### src/rtl/dice_roll_ctrl.sv
// ---------------------------------------------------------------------------
// dice_roll_ctrl
//   Dice-roll sequencer in front of the "dN" seven-segment display block.
//   A rising edge on roll starts a roll. The block draws an unbiased value
//   1..F from a free-running 16-bit LFSR by masked rejection sampling. It
//   converts the value to BCD with a sequential double-dabble. It then commits
//   the binary result, the three BCD digits and the leading-zero enables in
//   a single cycle.
//
// Ports
//   clk     in   1  system clock, rising edge
//   reset   in   1  synchronous active-high reset
//   roll    in   1  roll request level (debounced, synchronised)
//   faces   in   7  die face count, clamped to 2..100 when a roll starts
//   bcd100  out  4  hundreds digit of last result
//   bcd10   out  4  tens digit of last result
//   bcd1    out  4  units digit of last result
//   en100   out  1  hundreds digit enable (non-zero hundreds)
//   en10    out  1  tens digit enable (non-zero hundreds or tens)
//   result  out  7  last result, binary
//   busy    out  1  roll in progress
//   done    out  1  one-cycle pulse in the cycle the outputs update
// ---------------------------------------------------------------------------
module dice_roll_ctrl #(
  parameter int                LFSR_W    = 16,
  parameter logic [LFSR_W-1:0] SEED      = 16'hACE1,
  parameter int                MAX_TRIES = 16
) (
  input  logic       clk,
  input  logic       reset,
  input  logic       roll,
  input  logic [6:0] faces,
  output logic [3:0] bcd100,
  output logic [3:0] bcd10,
  output logic [3:0] bcd1,
  output logic       en100,
  output logic       en10,
  output logic [6:0] result,
  output logic       busy,
  output logic       done
);

  localparam int TRY_W = $clog2(MAX_TRIES + 1);

  typedef enum logic [1:0] {
    ST_IDLE    = 2'd0,
    ST_DRAW    = 2'd1,
    ST_CONVERT = 2'd2,
    ST_COMMIT  = 2'd3
  } state_t;

  // Clamp the requested face count into the supported 2..100 range.
  function automatic logic [6:0] clamp_faces(input logic [6:0] f);
    logic [6:0] r;
    if (f < 7'd2) begin
      r = 7'd2;
    end else if (f > 7'd100) begin
      r = 7'd100;
    end else begin
      r = f;
    end
    return r;
  endfunction

  // Smallest all-ones mask covering F-1, so every candidate below F is
  // reachable and the rejection rate stays below one half.
  function automatic logic [6:0] mask_for(input logic [6:0] f);
    logic [6:0] fm1;
    logic [6:0] m;
    fm1 = f - 7'd1;
    if (fm1 <= 7'd1) begin
      m = 7'd1;
    end else if (fm1 <= 7'd3) begin
      m = 7'd3;
    end else if (fm1 <= 7'd7) begin
      m = 7'd7;
    end else if (fm1 <= 7'd15) begin
      m = 7'd15;
    end else if (fm1 <= 7'd31) begin
      m = 7'd31;
    end else if (fm1 <= 7'd63) begin
      m = 7'd63;
    end else begin
      m = 7'd127;
    end
    return m;
  endfunction

  // One double-dabble iteration on {bcd[11:0], bin[6:0]}: add 3 to every
  // BCD nibble that is 5 or more, then shift the whole scratch left by one.
  function automatic logic [18:0] dd_step(input logic [18:0] s);
    logic [18:0] a;
    a = s;
    for (int i = 0; i < 3; i++) begin
      if (a[7 + 4*i +: 4] >= 4'd5) begin
        a[7 + 4*i +: 4] = a[7 + 4*i +: 4] + 4'd3;
      end else begin
        a[7 + 4*i +: 4] = a[7 + 4*i +: 4];
      end
    end
    return {a[17:0], 1'b0};
  endfunction

  state_t             state_r;
  state_t             state_s;
  logic [LFSR_W-1:0]  lfsr_r;
  logic               lfsr_fb_s;
  logic               roll_prev_r;
  logic               start_s;
  logic [6:0]         faces_lat_r;
  logic [6:0]         mask_r;
  logic [TRY_W-1:0]   tries_r;
  logic [6:0]         cand_s;
  logic               draw_ok_s;
  logic               last_try_s;
  logic [6:0]         draw_val_s;
  logic [6:0]         val_r;
  logic [18:0]        scratch_r;
  logic [2:0]         iter_r;

  logic               latch_s;
  logic               reject_s;
  logic               load_s;
  logic               step_s;
  logic               commit_s;

  logic [3:0]         bcd100_r;
  logic [3:0]         bcd10_r;
  logic [3:0]         bcd1_r;
  logic               en100_r;
  logic               en10_r;
  logic [6:0]         result_r;
  logic               busy_r;
  logic               done_r;

  // Taps x^16+x^14+x^13+x^11+1 map to bits 15, 13, 12 and 10.
  assign lfsr_fb_s  = lfsr_r[15] ^ lfsr_r[13] ^ lfsr_r[12] ^ lfsr_r[10];
  // The edge detector runs in every state, so an edge seen while busy is consumed.
  assign start_s    = roll & ~roll_prev_r;
  assign cand_s     = lfsr_r[6:0] & mask_r;
  assign draw_ok_s  = (cand_s < faces_lat_r);
  assign last_try_s = (tries_r == TRY_W'(MAX_TRIES - 1));
  // After too many rejections, fall back to the top face.
  assign draw_val_s = draw_ok_s ? (cand_s + 7'd1) : faces_lat_r;

  // Free-running LFSR and roll edge history.
  always_ff @(posedge clk) begin
    if (reset) begin
      lfsr_r      <= SEED;
      roll_prev_r <= 1'b0;
    end else begin
      lfsr_r      <= {lfsr_r[LFSR_W-2:0], lfsr_fb_s};
      roll_prev_r <= roll;
    end
  end

  // FSM state register.
  always_ff @(posedge clk) begin
    if (reset) begin
      state_r <= ST_IDLE;
    end else begin
      state_r <= state_s;
    end
  end

  // FSM next state and datapath strobes.
  always_comb begin
    state_s  = state_r;
    latch_s  = 1'b0;
    reject_s = 1'b0;
    load_s   = 1'b0;
    step_s   = 1'b0;
    commit_s = 1'b0;
    case (state_r)
      ST_IDLE: begin
        if (start_s) begin
          latch_s = 1'b1;
          state_s = ST_DRAW;
        end else begin
          state_s = ST_IDLE;
        end
      end
      ST_DRAW: begin
        if (draw_ok_s || last_try_s) begin
          load_s  = 1'b1;
          state_s = ST_CONVERT;
        end else begin
          reject_s = 1'b1;
          state_s  = ST_DRAW;
        end
      end
      ST_CONVERT: begin
        step_s = 1'b1;
        if (iter_r == 3'd6) begin
          state_s = ST_COMMIT;
        end else begin
          state_s = ST_CONVERT;
        end
      end
      ST_COMMIT: begin
        commit_s = 1'b1;
        state_s  = ST_IDLE;
      end
      default: begin
        state_s = ST_IDLE;
      end
    endcase
  end

  // Roll parameters, draw counter and the double-dabble scratch.
  always_ff @(posedge clk) begin
    if (reset) begin
      faces_lat_r <= 7'd2;
      mask_r      <= 7'd1;
      tries_r     <= '0;
      val_r       <= 7'd0;
      scratch_r   <= 19'd0;
      iter_r      <= 3'd0;
    end else begin
      if (latch_s) begin
        faces_lat_r <= clamp_faces(faces);
        mask_r      <= mask_for(clamp_faces(faces));
        tries_r     <= '0;
      end else if (reject_s) begin
        tries_r <= tries_r + TRY_W'(1);
      end else begin
        tries_r <= tries_r;
      end
      if (load_s) begin
        val_r     <= draw_val_s;
        scratch_r <= {12'd0, draw_val_s};
        iter_r    <= 3'd0;
      end else if (step_s) begin
        scratch_r <= dd_step(scratch_r);
        iter_r    <= iter_r + 3'd1;
      end else begin
        scratch_r <= scratch_r;
        iter_r    <= iter_r;
      end
    end
  end

  // Output registers: all update together in COMMIT and hold otherwise.
  always_ff @(posedge clk) begin
    if (reset) begin
      bcd100_r <= 4'd0;
      bcd10_r  <= 4'd0;
      bcd1_r   <= 4'd0;
      en100_r  <= 1'b0;
      en10_r   <= 1'b0;
      result_r <= 7'd0;
      busy_r   <= 1'b0;
      done_r   <= 1'b0;
    end else begin
      done_r <= commit_s;
      if (commit_s) begin
        bcd100_r <= scratch_r[18:15];
        bcd10_r  <= scratch_r[14:11];
        bcd1_r   <= scratch_r[10:7];
        en100_r  <= (scratch_r[18:15] != 4'd0);
        en10_r   <= (scratch_r[18:15] != 4'd0) || (scratch_r[14:11] != 4'd0);
        result_r <= val_r;
        busy_r   <= 1'b0;
      end else if (latch_s) begin
        busy_r <= 1'b1;
      end else begin
        busy_r <= busy_r;
      end
    end
  end

  assign bcd100 = bcd100_r;
  assign bcd10  = bcd10_r;
  assign bcd1   = bcd1_r;
  assign en100  = en100_r;
  assign en10   = en10_r;
  assign result = result_r;
  assign busy   = busy_r;
  assign done   = done_r;

endmodule

### config.mk
export PLATFORM = sky130hd
export DESIGN_NAME = dice_roll_ctrl
export DESIGN_NICKNAME = d
export VERILOG_FILES = /design/src/rtl/dice_roll_ctrl.sv
export SDC_FILE = /design/constraint.sdc
export NUM_CORES = 1
export LEC_CHECK = 0
export ABC_CLOCK_PERIOD_IN_PS = 7000
export BUFFER_PORTS_ARGS = -buffer_cell sky130_fd_sc_hd__buf_2
export CAP_MARGIN = 5
export CORE_MARGIN = 5
export CORE_UTILIZATION = 46
export CTS_BUF_LIST = sky130_fd_sc_hd__clkbuf_4
export DETAILED_ROUTE_END_ITERATION = 12
export PLACE_DENSITY = 0.76
export SETUP_SLACK_MARGIN = 0.02
export SLEW_MARGIN = 20
export SYNTH_ARGS = -nofsm -noshare
export SYNTH_HDL_FRONTEND = slang
export SYNTH_SLANG_ARGS = --single-unit
### constraint.sdc
create_clock -name clk -period 7 [get_ports clk]
set_input_delay 0 -clock clk [delete_from_list [all_inputs] [get_ports clk]]
set_output_delay 0 -clock clk [all_outputs]
set_load 0.1 [all_outputs]
# Word-level counts from Yosys, hierarchy flattened

Index checks and enable logic that the tools add are counted.

Register bits after elaboration: 90
Latch bits: 0
RAM bits: 0
Bits in read-only memories: 0
Input bits: 10
Output and inout bits: 23
Word-level logic and storage cells: 85
Memories: 0

$add $sub $neg: 7
Multipliers: 0
Div/mod/pow operators: 0
Magnitude comparators: 12
Equality and inequality tests: 5
Shift operators: 0
Mux-type cells: 28
Bitwise gates (word level): 6
Reduce and logical (&&, ||, !) cells: 9

Operators by type and width:

| kind                  | number |
|---|---|
| $mux W7               | 13 |
| $ge A4 B3 Y1 const B  | 3 |
| $mux W1               | 10 |
| $add A4 B2 Y4 const B | 2 |
| $mux W4               | 2 |
| $pmux W2 S4           | 1 |
| $reduce_bool A4 Y1    | 2 |
| $add A7 B1 Y7 const B | 1 |
| $and A7 B7 Y7         | 1 |
| $gt A7 B7 Y1 const B  | 1 |
| $le A7 B1 Y1 const B  | 1 |
| $le A7 B2 Y1 const B  | 1 |
| $le A7 B3 Y1 const B  | 1 |
| $le A7 B4 Y1 const B  | 1 |
| $le A7 B5 Y1 const B  | 1 |
| $le A7 B6 Y1 const B  | 1 |
| $lt A7 B2 Y1 const B  | 1 |
| $lt A7 B7 Y1          | 1 |
| $sub A7 B1 Y7 const B | 1 |
| $reduce_or A2 Y1      | 3 |
| $add A5 B1 Y5 const B | 1 |
| $eq A5 B4 Y1 const B  | 1 |
| $eq A2 B2 Y1 const B  | 2 |
| $add A3 B1 Y3 const B | 1 |
| 11 further kinds      | 14 |

# Logic depth before layout (Yosys ltp)

Depth after elaboration: 14
Mapped depth: 12
Depth with buffers taken out: 11

# Worst setup path after synthesis

No wires, ideal clock.

Kind: input port to flip-flop
Start point: input faces[2]
End point: register mask_r[3]
Setup time: 128 ps
Arrival: 2221 ps
Required time: 6872 ps
Path slack: 4651 ps
Stages: 11
Path buffers: 1
Cells stage by stage: buf_6 -> or3_1 -> nor2_1 -> nor2_1 -> o21ai_0 -> inv_1 -> ha_1 -> or3_1 -> a31o_1 -> a2111oi_2 -> nor3_1

Word-level cells in the longest chain between the ends: 12
Elaborated cells between the ends (all ways): 17
Those cells by class: 1 x add/sub; 7 x order compare; 9 x mux

Ends and longest elaborated chain:

| element              | RTL line | source |
|---|---|---|
| from (decl)          | 32       | `input logic [6:0] faces,` |
| $gt A7 B7 Y1         | 57       | `end else if (f > 7'd100) begin` |
| $mux W7              | 57       |  |
| $mux W7 *            | 55       | `if (f < 7'd2) begin` |
| $mux W7 *            | 220      | `if (latch_s) begin` |
| $mux W7 *            | 212      | `if (reset) begin` |
| $sub A7 B1 Y7 *      | 70       | `fm1 = f - 7'd1;` |
| $le A7 B5 Y1         | 79       | `end else if (fm1 <= 7'd31) begin` |
| $mux W7              | 79       |  |
| $mux W7              | 77       | `end else if (fm1 <= 7'd15) begin` |
| $mux W7              | 75       | `end else if (fm1 <= 7'd7) begin` |
| $mux W7              | 73       | `end else if (fm1 <= 7'd3) begin` |
| $mux W7 *            | 71       | `if (fm1 <= 7'd1) begin` |
| to (signal assigned) | 222      | `mask_r <= mask_for(clamp_faces(faces));` |
| to (decl)            | 111      | `logic [6:0] mask_r;` |

Mark *: on every way between the ends. The rest lies on a longest branch, timed or not. The select of a mux whose other input is x is not followed.
A chain may end at the register's enable or synchronous reset.

# Worst setup path after layout

Start point: input faces[4]
End point: register mask_r[2]

The elaborated chain is that of the path after synthesis.

==> summary.txt <==
Status -> finished, final reports clean
Top cell type's share of synthesized area -> 43.9%
Final count of pins violating max slew -> 0
WL final -> 8.34 mm
Yosys warnings -> 0
Syn avg cell area -> 8.91 um^2
CTS tree -> yes
Synth top cells by count -> 89 x dfxtp_1, 48 x nand2_1, 29 x a21oi_1
Worst r2r src -> mask_r[5]
Setup Skew -> 22.4 ps
Most common cell in the netlist -> dfxtp_1
Yosys cell types -> 48
Clock latency on the worst-skew pair -> 440 ps
EDFF count, synth -> 0
Cell Area, Synth -> 4060 um^2
Vias in the first global route -> 3,037
CTS root buffer -> clkbuf_4
Drt first-iter violations -> 132
CTS Buf Count -> 9
Data required, critical path -> 7290 ps
Met1 wire length -> 3.95 mm
I/O Buffers -> 32
Tot GR Track Use -> 15.3%
Area grow syn2layout -> 10.6%
Logic pwr share -> 14.0%
DIE HEIGHT -> 104 um
Wire per inst -> 14.1 um
Clock transition at path regs -> 130 ps
Sw Ratio -> 28.8%
Routability cong. -> 0.855
Worst slew pin tran -> 999 ps
Largest net degree at the start of global routing -> 41
Cells on worst reg2reg path -> 8
H-tree levels -> 3
CP Launch Type -> primary input
Post-DP Area -> 4270 um^2
Met3 wire len -> 400 um
Crit-path slowest cell -> dlygate4sd3_1
Initial antenna violation count -> 0
Buf/Inv on CP -> 3
Design Area, Final -> 4490 um^2
Critical Path Start -> faces[4]
Die W -> 104 um
Post_cts resized -> 0
Worst Setup Path Type -> in -> reg
Die Area -> 10,800 um^2
Lkg Pwr -> 0.00188 uW
Critical R2R Capture -> scratch_r[1]
Setup TNS -> 0 ps
Post-Synthesis Cells -> 456
Syn_nets -> 487
Pre-antenna DRT Iters -> 4
Max Used Layer -> met4
Final Util -> 51.8%
Non-Filler Instances -> 593
Worst reg-to-reg setup slack -> 4260 ps
Total gr overflow -> 0
Max FO, Critical Path -> 11
Synth Flop Type -> dfxtp_1
Relative slew slack -> 33.2%
Core footprint -> 8680 um^2
Via density -> 5.58
Max-cap check violation count -> 0
Row count -> 34
Final nets -> 511
Clock sinks -> 89
# diodes -> 0
Largest stage delay, worst path -> 540 ps
Synth top area cells -> dfxtp_1 44%, ha_1 6.5%, nand2_1 4.4%, a22o_1 4.1%, a21oi_1 3.6%
Placed insts -> 572
Cell Chain, Critical Path -> dlygate4sd3_1 -> buf_2 -> or3_1 -> nor2_1 -> nor2_1 -> o21ai_0 -> inv_1 -> ha_1 -> or3_1 -> a31o_1 -> nor3_1 -> a211oi_1
Max Freq -> 355 MHz
Peak supply drop -> 0.108 mV
Seq pwr share -> 53.6%
CP Data Arrival Time -> 3110 ps
Power per cell area -> 226 nW/um^2
Int Power -> 724 uW
Post-CTS Setup Inserts -> 0
Via Count -> 3,306
Worst path depth -> 12
Clock Path Buffers -> 2
Fin crit period -> 2820 ps
First-pass GRT wire length -> 14.1 mm
Critical path destination -> mask_r[2]
CP Capture Type -> register
Met2 routed WL -> 3.87 mm
Top delay family on crit path -> simple AND/OR/NAND/NOR gates
Switching Power -> 293 uW
Final Power -> 1020 uW
Asr flop ratio synth -> 0%
Worst min path class -> in -> reg
Final hold vios -> 0
Final setup viols -> 0
DP HPWL -> 6.11 mm
Power share of the clock group -> 32.4%
Starting Density -> 46.8%
Share of cells above drive strength 1 -> 13.4%
Area leader, netlist -> dfxtp_1
DRC Markers -> 0
Register bit count reported by yosys -> 89
Final period utilization -> 40.3%
RSZ-0062 raised after global routing -> false
Seq/Total Area, Yosys -> 43.9%
I/O pin cnt -> 33
Post-route ant nets -> 0
-- area by class of cell --
type	count	area, um^2
clock inverter	7	98.8
fill	816	4190
inverter	22	82.6
clock buffer	9	67.6
timing repair buffer	39	225
tap	108	135
multi-input combinational	319	2100
sequential	89	1780
-- what timing repair did --
item	in CTS	in global routing
hold buffers	5	0
setup endpoints to repair	0	0
hold endpoints to repair	6	0
-- power by group through the flow --
| stage | clock network, uW | logic [uW] | registers, uW |
|---|---|---|---|
| 2_1_floorplan | 0 | 108 | 554 |
| 3_3_place_gp | 0 | 135 | 554 |
| 3_5_place_dp | 0 | 138 | 555 |
| 4_1_cts | 335 | 141 | 544 |
| 5_1_grt | 361 | 159 | 548 |
| 6_report | 330 | 142 | 545 |
-- flip-flops by register name, indices dropped and copies added (netlist names), 5 cells and up, named ones only --
signal and cells:
scratch_r 19, val_r 7, result 7, faces_lat_r 7, lfsr_r 16, mask_r 6
tries_r 5
-- tightest hold or removal path, cell delays in order --
cell	delay (ps)
buf_2	110
o311a_1	160
nand2_1	80
a21oi_1	50
-- layer usage --
layer	up-vias	track usage (%)
met1	1544	20.3
met2	84	24.8
met3	10	2.86
met5	-	0
met4	0	5.37
li1	1668	-
-- per-stage QoR --
step / setup WS (ps) / hold WS [ps]
final: 4180 / 18.0
after global placement: 4320 / 261
after global routing: 3930 / 26.7
after floorplan: 4650 / 128
after detailed placement: 4290 / 262
after CTS: 4230 / 1.96
-- cell usage in the layout, fill, tap and decap left out, drive strengths merged, types with 2 or more instances in the layout --
| master | instances |
|---|---|
| or3 | 5 |
| a211oi | 8 |
| and2 | 3 |
| nand2 | 48 |
| dfxtp | 89 |
| o221ai | 4 |
| and3 | 4 |
| buf | 34 |
| a31oi | 4 |
| nor3 | 10 |
| nor4 | 2 |
| nor2b | 12 |
| nand4 | 4 |
| inv | 25 |
| a21o | 4 |
| mux2i | 9 |
| xnor2 | 9 |
| dlygate4sd3 | 5 |
| or2 | 10 |
| or4 | 2 |
| a21oi | 29 |
| a311oi | 3 |
| xor2 | 5 |
| o211ai | 14 |
| bufinv | 2 |
| nand3 | 21 |
| a22o | 19 |
| clkinv | 2 |
| nand2b | 10 |
| clkbuf | 9 |
| o21ai | 14 |
| nor3b | 3 |
| nor2 | 26 |
| ha | 21 |
| a211o | 2 |
-- logic make-up (layout without fill, tap and decap cells) --
group	after synthesis	in the layout	synth area share [%]
flip-flops	89	89	43.9
multiplexers	9	9	2.22
buffers and inverters	48	77	4.65
XOR/XNOR	14	14	3.02
adder cells (fa/ha/maj)	21	21	6.47
AND/OR/NAND/NOR	163	163	20.4
AO/OA/AOI/OAI	112	112	19.3
-- worst min path at each step --
stage	start	endpoint	slack, ps	cells after the start
2_1_floorplan	roll	roll_prev_r	130	1
3_3_place_gp	roll	roll_prev_r	260	2
3_5_place_dp	roll	roll_prev_r	260	2
4_1_cts	faces[0]	faces_lat_r[0]	2	4
5_1_grt	faces[0]	faces_lat_r[0]	30	4
6_report	faces[0]	faces_lat_r[0]	20	4
(Power assumes the default switching activity.)
